--- config.mk ---
export PLATFORM = sky130hd
export DESIGN_NAME = uart_bus_ctrl
export DESIGN_NICKNAME = d
export VERILOG_FILES = /design/src/rtl/uart2bus_pkg.sv /design/src/rtl/ctrl_timeout.sv /design/src/rtl/uart_bus_ctrl.sv
export SDC_FILE = /design/constraint.sdc
export NUM_CORES = 1
export LEC_CHECK = 0
export ABC_AREA = 1
export CAP_MARGIN = 20
export CORE_ASPECT_RATIO = 1.2
export CORE_MARGIN = 2
export CORE_UTILIZATION = 56
export DETAILED_ROUTE_END_ITERATION = 6
export GPL_TIMING_DRIVEN = 0
export MAX_ROUTING_LAYER = met4
export PLACE_DENSITY = 0.81
export REMOVE_ABC_BUFFERS = 1
export SYNTH_ARGS = -nofsm -noshare
export SYNTH_HDL_FRONTEND = slang
export SYNTH_SLANG_ARGS = --single-unit
--- constraint.sdc ---
create_clock -name CLK_in -period 3.1 [get_ports CLK_in]
set_input_delay 0.775 -clock CLK_in [delete_from_list [all_inputs] [get_ports CLK_in]]
set_output_delay 0.775 -clock CLK_in [all_outputs]
set_load 0.01 [all_outputs]
--- src/rtl/uart2bus_pkg.sv ---
// Shared command/response codes and sequencer state encoding for the uart2bus bridge.
package uart2bus_pkg;

  localparam logic [7:0] CMD_WR = 8'h57;
  localparam logic [7:0] CMD_RD = 8'h52;
  localparam logic [7:0] RSP_OK  = 8'h06;
  localparam logic [7:0] RSP_NAK = 8'h15;

  typedef enum logic [2:0] {
    ST_IDLE,
    ST_ADDR_H,
    ST_ADDR_L,
    ST_DATA,
    ST_BUS,
    ST_RESP
  } state_e;

  function automatic logic is_cmd(input logic [7:0] b);
    return (b == CMD_WR) || (b == CMD_RD);
  endfunction

endpackage

--- src/rtl/ctrl_timeout.sv ---
// Loadable up-counter that saturates at LIMIT; tc_o is high while the count equals LIMIT.
// Clear has priority over load, and load has priority over count enable.
module ctrl_timeout #(
  parameter int          W     = 8,
  parameter int unsigned LIMIT = 255
) (
  input  logic         clk_i,
  input  logic         rst_ni,
  input  logic         clr_i,
  input  logic         en_i,
  input  logic         load_i,
  input  logic [W-1:0] load_val_i,
  output logic         tc_o
);

  logic [W-1:0] cnt_q, cnt_d;

  assign tc_o = (cnt_q == W'(LIMIT));

  always_comb begin
    cnt_d = cnt_q;
    if (clr_i) begin
      cnt_d = '0;
    end else if (load_i) begin
      cnt_d = load_val_i;
    end else if (en_i && !tc_o) begin
      cnt_d = cnt_q + W'(1);
    end
  end

  always_ff @(posedge clk_i) begin
    if (!rst_ni) cnt_q <= '0;
    else         cnt_q <= cnt_d;
  end

endmodule

--- src/rtl/uart_bus_ctrl.sv ---
// UART command sequencer: parses 0x57/0x52 frames, runs one bus access, returns one response byte.
// Request rises the cycle after the last command byte; response is held until tx_ready_in; rx has no backpressure.
module uart_bus_ctrl
  import uart2bus_pkg::*;
#(
  parameter int          AW           = 16,
  parameter int unsigned BYTE_TIMEOUT = 100000,
  parameter int unsigned BUS_TIMEOUT  = 255
) (
  input  logic          CLK_in,
  input  logic          nRST_in,
  input  logic [7:0]    rx_data_in,
  input  logic          rx_valid_in,
  output logic [7:0]    tx_data_out,
  output logic          tx_valid_out,
  input  logic          tx_ready_in,
  output logic [AW-1:0] bus_addr_out,
  output logic [7:0]    bus_wdata_out,
  output logic          bus_wr_out,
  output logic          bus_rd_out,
  input  logic [7:0]    bus_rdata_in,
  input  logic          bus_ack_in,
  output logic          LED_out
);

  localparam int BYW = $clog2(BYTE_TIMEOUT + 1);
  localparam int BUW = $clog2(BUS_TIMEOUT + 1);

  state_e        state_q;
  logic          is_wr_q;
  logic [7:0]    addr_hi_q;
  logic [AW-1:0] bus_addr_q;
  logic [7:0]    bus_wdata_q;
  logic          bus_wr_q, bus_rd_q;
  logic [7:0]    tx_data_q;
  logic          tx_valid_q;
  logic          led_q;

  logic in_frame, byte_clr_d, bus_clr_d, byte_tc, bus_tc;

  // Byte timer only runs mid-frame and restarts on every received byte.
  assign in_frame   = (state_q == ST_ADDR_H) || (state_q == ST_ADDR_L) || (state_q == ST_DATA);
  assign byte_clr_d = !in_frame || rx_valid_in;
  assign bus_clr_d  = (state_q != ST_BUS);

  ctrl_timeout #(.W(BYW), .LIMIT(BYTE_TIMEOUT - 1)) u_byte_to (
    .clk_i      (CLK_in),
    .rst_ni     (nRST_in),
    .clr_i      (byte_clr_d),
    .en_i       (1'b1),
    .load_i     (1'b0),
    .load_val_i ('0),
    .tc_o       (byte_tc)
  );

  // Terminal count one below BUS_TIMEOUT so the request is high for exactly BUS_TIMEOUT cycles.
  ctrl_timeout #(.W(BUW), .LIMIT(BUS_TIMEOUT - 1)) u_bus_to (
    .clk_i      (CLK_in),
    .rst_ni     (nRST_in),
    .clr_i      (bus_clr_d),
    .en_i       (1'b1),
    .load_i     (1'b0),
    .load_val_i ('0),
    .tc_o       (bus_tc)
  );

  always_ff @(posedge CLK_in) begin
    if (!nRST_in) begin
      state_q     <= ST_IDLE;
      is_wr_q     <= 1'b0;
      addr_hi_q   <= '0;
      bus_addr_q  <= '0;
      bus_wdata_q <= '0;
      bus_wr_q    <= 1'b0;
      bus_rd_q    <= 1'b0;
      tx_data_q   <= '0;
      tx_valid_q  <= 1'b0;
      led_q       <= 1'b0;
    end else begin
      case (state_q)
        ST_IDLE: begin
          if (rx_valid_in) begin
            if (is_cmd(rx_data_in)) begin
              is_wr_q <= (rx_data_in == CMD_WR);
              state_q <= ST_ADDR_H;
            end else begin
              tx_data_q  <= RSP_NAK;
              tx_valid_q <= 1'b1;
              state_q    <= ST_RESP;
            end
          end
        end
        ST_ADDR_H: begin
          if (rx_valid_in) begin
            addr_hi_q <= rx_data_in;
            state_q   <= ST_ADDR_L;
          end else if (byte_tc) begin
            state_q <= ST_IDLE;
          end
        end
        ST_ADDR_L: begin
          if (rx_valid_in) begin
            bus_addr_q <= AW'({addr_hi_q, rx_data_in});
            if (is_wr_q) begin
              state_q <= ST_DATA;
            end else begin
              bus_rd_q <= 1'b1;
              state_q  <= ST_BUS;
            end
          end else if (byte_tc) begin
            state_q <= ST_IDLE;
          end
        end
        ST_DATA: begin
          if (rx_valid_in) begin
            bus_wdata_q <= rx_data_in;
            bus_wr_q    <= 1'b1;
            state_q     <= ST_BUS;
          end else if (byte_tc) begin
            state_q <= ST_IDLE;
          end
        end
        ST_BUS: begin
          // An ack landing on the terminal-count cycle still counts as success.
          if (bus_ack_in) begin
            bus_wr_q   <= 1'b0;
            bus_rd_q   <= 1'b0;
            tx_data_q  <= is_wr_q ? RSP_OK : bus_rdata_in;
            tx_valid_q <= 1'b1;
            led_q      <= ~led_q;
            state_q    <= ST_RESP;
          end else if (bus_tc) begin
            bus_wr_q   <= 1'b0;
            bus_rd_q   <= 1'b0;
            tx_data_q  <= RSP_NAK;
            tx_valid_q <= 1'b1;
            state_q    <= ST_RESP;
          end
        end
        ST_RESP: begin
          if (tx_ready_in) begin
            tx_valid_q <= 1'b0;
            state_q    <= ST_IDLE;
          end
        end
        default: state_q <= ST_IDLE;
      endcase
    end
  end

  assign tx_data_out   = tx_data_q;
  assign tx_valid_out  = tx_valid_q;
  assign bus_addr_out  = bus_addr_q;
  assign bus_wdata_out = bus_wdata_q;
  assign bus_wr_out    = bus_wr_q;
  assign bus_rd_out    = bus_rd_q;
  assign LED_out       = led_q;

endmodule
==> metrics.txt <==
status complete, no violations; Die W about 73 um; LEAKAGE roughly 0.0017 uW; fin crit period around 2.7 ns; worst-path cell chain clkdlybuf4s50_1, inv_1, nor3_2, inv_1, a21oi_1; Max Clock Skew approximately 0.0089 ns; synthesis-to-layout area growth 26.0%; Final Hold Vio Count 0; die area ~6300 sq um; share of power burned in registers a little under half; Slew @ Worst Pin ~0.83 ns; max_cap viols 0; Post-DP Area roughly 3800 sq um; DR iter-0 viols between 100 and 150; # rows 30; via count about 3000; combinational share of power 16.8%; clock buffer depth 2; Clock Sinks between 70 and 80; detailed placer's ending HPWL roughly 5000 um; Sw Pwr 623 uW; post-DR vias/cell about 5.3; Crit-path slowest cell clkdlybuf4s50_1; die height ~87 um; final wirelength around 7300 um; Critical Path Start Type input pin; Skew-Pair Late Insertion Delay roughly 0.35 ns; post-route cell area roughly 4000 sq um; first-pass iteration count of the detailed router 4; total core area ~5600 sq um; setup violators final 0; vias in the first global route roughly 2900; YS warnings 0; NumNets Final 529; total track usage about 25%; port bufs 56; clock share of power about 37%; Peak VDD IR between 0.0003 and 0.0004 V; post-CTS sizing 0; Crit Path Category input pin to register; largest net degree at the start of global routing 27; Worst path max stage delay about 1.0 ns; # Post-CTS Setup Buffers 0; first-pass GRT wire length 12100 um; WP depth 5; initial core utilization between 50% and 60%; H-Tree Level Count 3; TritonCTS Buffers 9; Setup TNS 0 ns; total gr overflow 0; fmax ~370 MHz; Pins Over Slew Limit 0; Crit path top cell by count inv_1; WL/cell about 13 um; RSZ-0062 raised after global routing no; flops & latches, synth 73; post-route DRC violation count 0; Arrival @ worst endpoint 3.01 ns; initial antenna violation count 0; number of distinct library cells after synthesis 27; CTS Root Cell clkbuf_8; final worst path period share about 88%; Critical Path Sink Type register; syn avg cell area between 7 and 8 sq um; CP delay by family, top buffers and inverters; P per Cell Area approximately 560 nW/um^2; Clock transition at path regs 0.08 ns; Final ANT Viol Nets 0; Internal Pwr Total 1620 uW; CP max FO 23; worst reg-to-reg path cell count 7; Slew headroom 44.5%; antenna diode count 0; Mapped Cells 450; Hold Crit Depth 2; CP Buf/Inv Count 3; Req. time, crit path around 3.4 ns; Synth Cell Area 3180 sq um; switching share of power roughly 28%; CTS tree done; Ports 57; gp weighted congestion 0.882; Hold Crit Class register to register; layout cells sized above 1 5.69%; # hold bufs at CTS 0; register area share after synthesis 45.9%
registers in the layout, summed over array words and instances (netlist names):
| register | flops |
|---|---|
| u_byte_to.cnt_q | 17 |
| bus_addr_out | 16 |
| addr_hi_q | 8 |
| bus_wdata_out | 8 |
| tx_data_out | 8 |
| u_bus_to.cnt_q | 8 |
| state_q | 3 |
| LED_out | 1 |
| bus_rd_out | 1 |
| bus_wr_out | 1 |
| is_wr_q | 1 |
| tx_valid_out | 1 |
worst register-to-register path, cell delays in order, from the launching register on:
cell     delay (ns)
dfxtp_1        0.38
nand2_1        0.12
nor3_2         0.48
buf_6          0.25
inv_1          0.23
o21ai_0        0.22
nor3_1         0.08
nor2_1         0.08
stage by stage:
stage	util [%]	power (uW)	std cells	hold slack (ns)	setup slack, ns
detailed placement	68.3	1440	558	0.444	0.0501
CTS	72.2	2250	574	0.455	0.407
global route	72.2	2350	574	0.481	0.219
finish	72.2	2240	574	0.455	0.368
global placement	67.8	1420	556	0.437	-0.488
floorplan	-	1270	436	0.447	0.934
worst paths after layout:
check                                                  endpoint  slack (ns)                        start
worst min-delay path                tx_data_out[2]$_SDFFE_PN0P_        0.45  tx_data_out[2]$_SDFFE_PN0P_
worst max register to register          state_q[2]$_SDFFE_PN0P_        1.22      state_q[1]$_SDFFE_PN0P_
worst max-delay path            u_byte_to.cnt_q[4]$_SDFFE_PP0N_        0.37                      nRST_in
worst min register to register      tx_data_out[2]$_SDFFE_PN0P_        0.45  tx_data_out[2]$_SDFFE_PN0P_
kinds of logic (layout without fill, tap and decap cells):
| group | after synthesis | count (layout) | synth area share [%] |
|---|---|---|---|
| and+or+nand+nor | 203 | 203 | 27.1 |
| xor gates and xnor gates | 8 | 8 | 2.20 |
| adders and majority gates | 3 | 3 | 1.18 |
| AOI/OAI and AO/OA | 96 | 96 | 15.6 |
| buffers and inverters | 67 | 127 | 8.09 |
| DFF | 73 | 73 | 45.9 |
layer usage:
layer | share of wire [%] | vias up | GRT usage (%)
li1 | - | 1558 | -
met1 | 44 | 1411 | 26.7
met2 | 50 | 59 | 43.7
met3 | 4.8 | 7 | 6.51
met4 | 1.0 | 0 | 9.09
met5 | 0 | - | -
cells in the mapped netlist:
cell type | instances | share of area [%]
dfxtp_1 | 73 | 46
inv_2 | 2 | 0.24
nand2_2 | 3 | 0.59
ha_1 | 3 | 1.2
clkbuf_1 | 9 | 1.1
a21oi_1 | 41 | 6.4
nor3b_1 | 2 | 0.47
nor4_1 | 1 | 0.20
nand2_1 | 72 | 8.5
o211a_1 | 2 | 0.63
nand3b_1 | 1 | 0.24
o21ai_0 | 50 | 7.9
nor3_2 | 3 | 0.94
or2_2 | 1 | 0.20
nor2_1 | 85 | 10
xnor2_1 | 3 | 0.83
clkbuf_2 | 1 | 0.16
o31ai_1 | 1 | 0.24
xor2_1 | 5 | 1.4
a31oi_1 | 2 | 0.39
nand2_4 | 1 | 0.35
inv_1 | 51 | 6.0
buf_2 | 4 | 0.63
nand4_1 | 5 | 0.98
nor3_1 | 7 | 1.1
nor2_2 | 1 | 0.20
nand3_1 | 21 | 3.3
layout by cell type (no fill, tap or decap):
master           netlist  layout
nand3b_1               1       1
clkinv_4               0       2
nor3_2                 3       3
a21oi_1               41      41
clkbuf_8               0       9
nand2_1               72      72
nor3_1                 7       7
buf_8                  0       1
xor2_1                 5       5
inv_1                 51      51
dfxtp_1               73      73
a31oi_1                2       2
bufinv_16              0       2
inv_2                  2       2
nand4_1                5       5
nand2_4                1       1
o31ai_1                1       1
o21ai_0               50      50
xnor2_1                3       3
o211a_1                2       2
clkinvlp_4             0       1
nand3_1               21      21
ha_1                   3       3
clkinv_2               0       2
clkdlybuf4s50_1        0      56
nor2_1                85      85
or2_2                  1       1
nor3b_1                2       2
nor2_2                 1       1
nand2_2                3       3
buf_6                  0       1
nor4_1                 1       1
final cells by class:
cell class / instances / area [sq um]
Multi-Input combinational cell: 310 / 1470
Sequential cell: 73 / 1460
Clock inverter: 7 / 95.1
Clock buffer: 9 / 124
Timing Repair Buffer: 58 / 587
Tap cell: 64 / 80.1
Inverter: 53 / 199
Fill cell: 477 / 1540
power groups by stage:
stage          sequential [uW]  clock (uW)  combinational (uW)
3_5_place_dp              1060           0                 376
6_report                  1040         823                 377
3_3_place_gp              1060           0                 364
2_1_floorplan             1070           0                 201
5_1_grt                   1050         875                 426
4_1_cts                   1040         830                 379
Note: power is estimated with default switching activity, not from simulation.
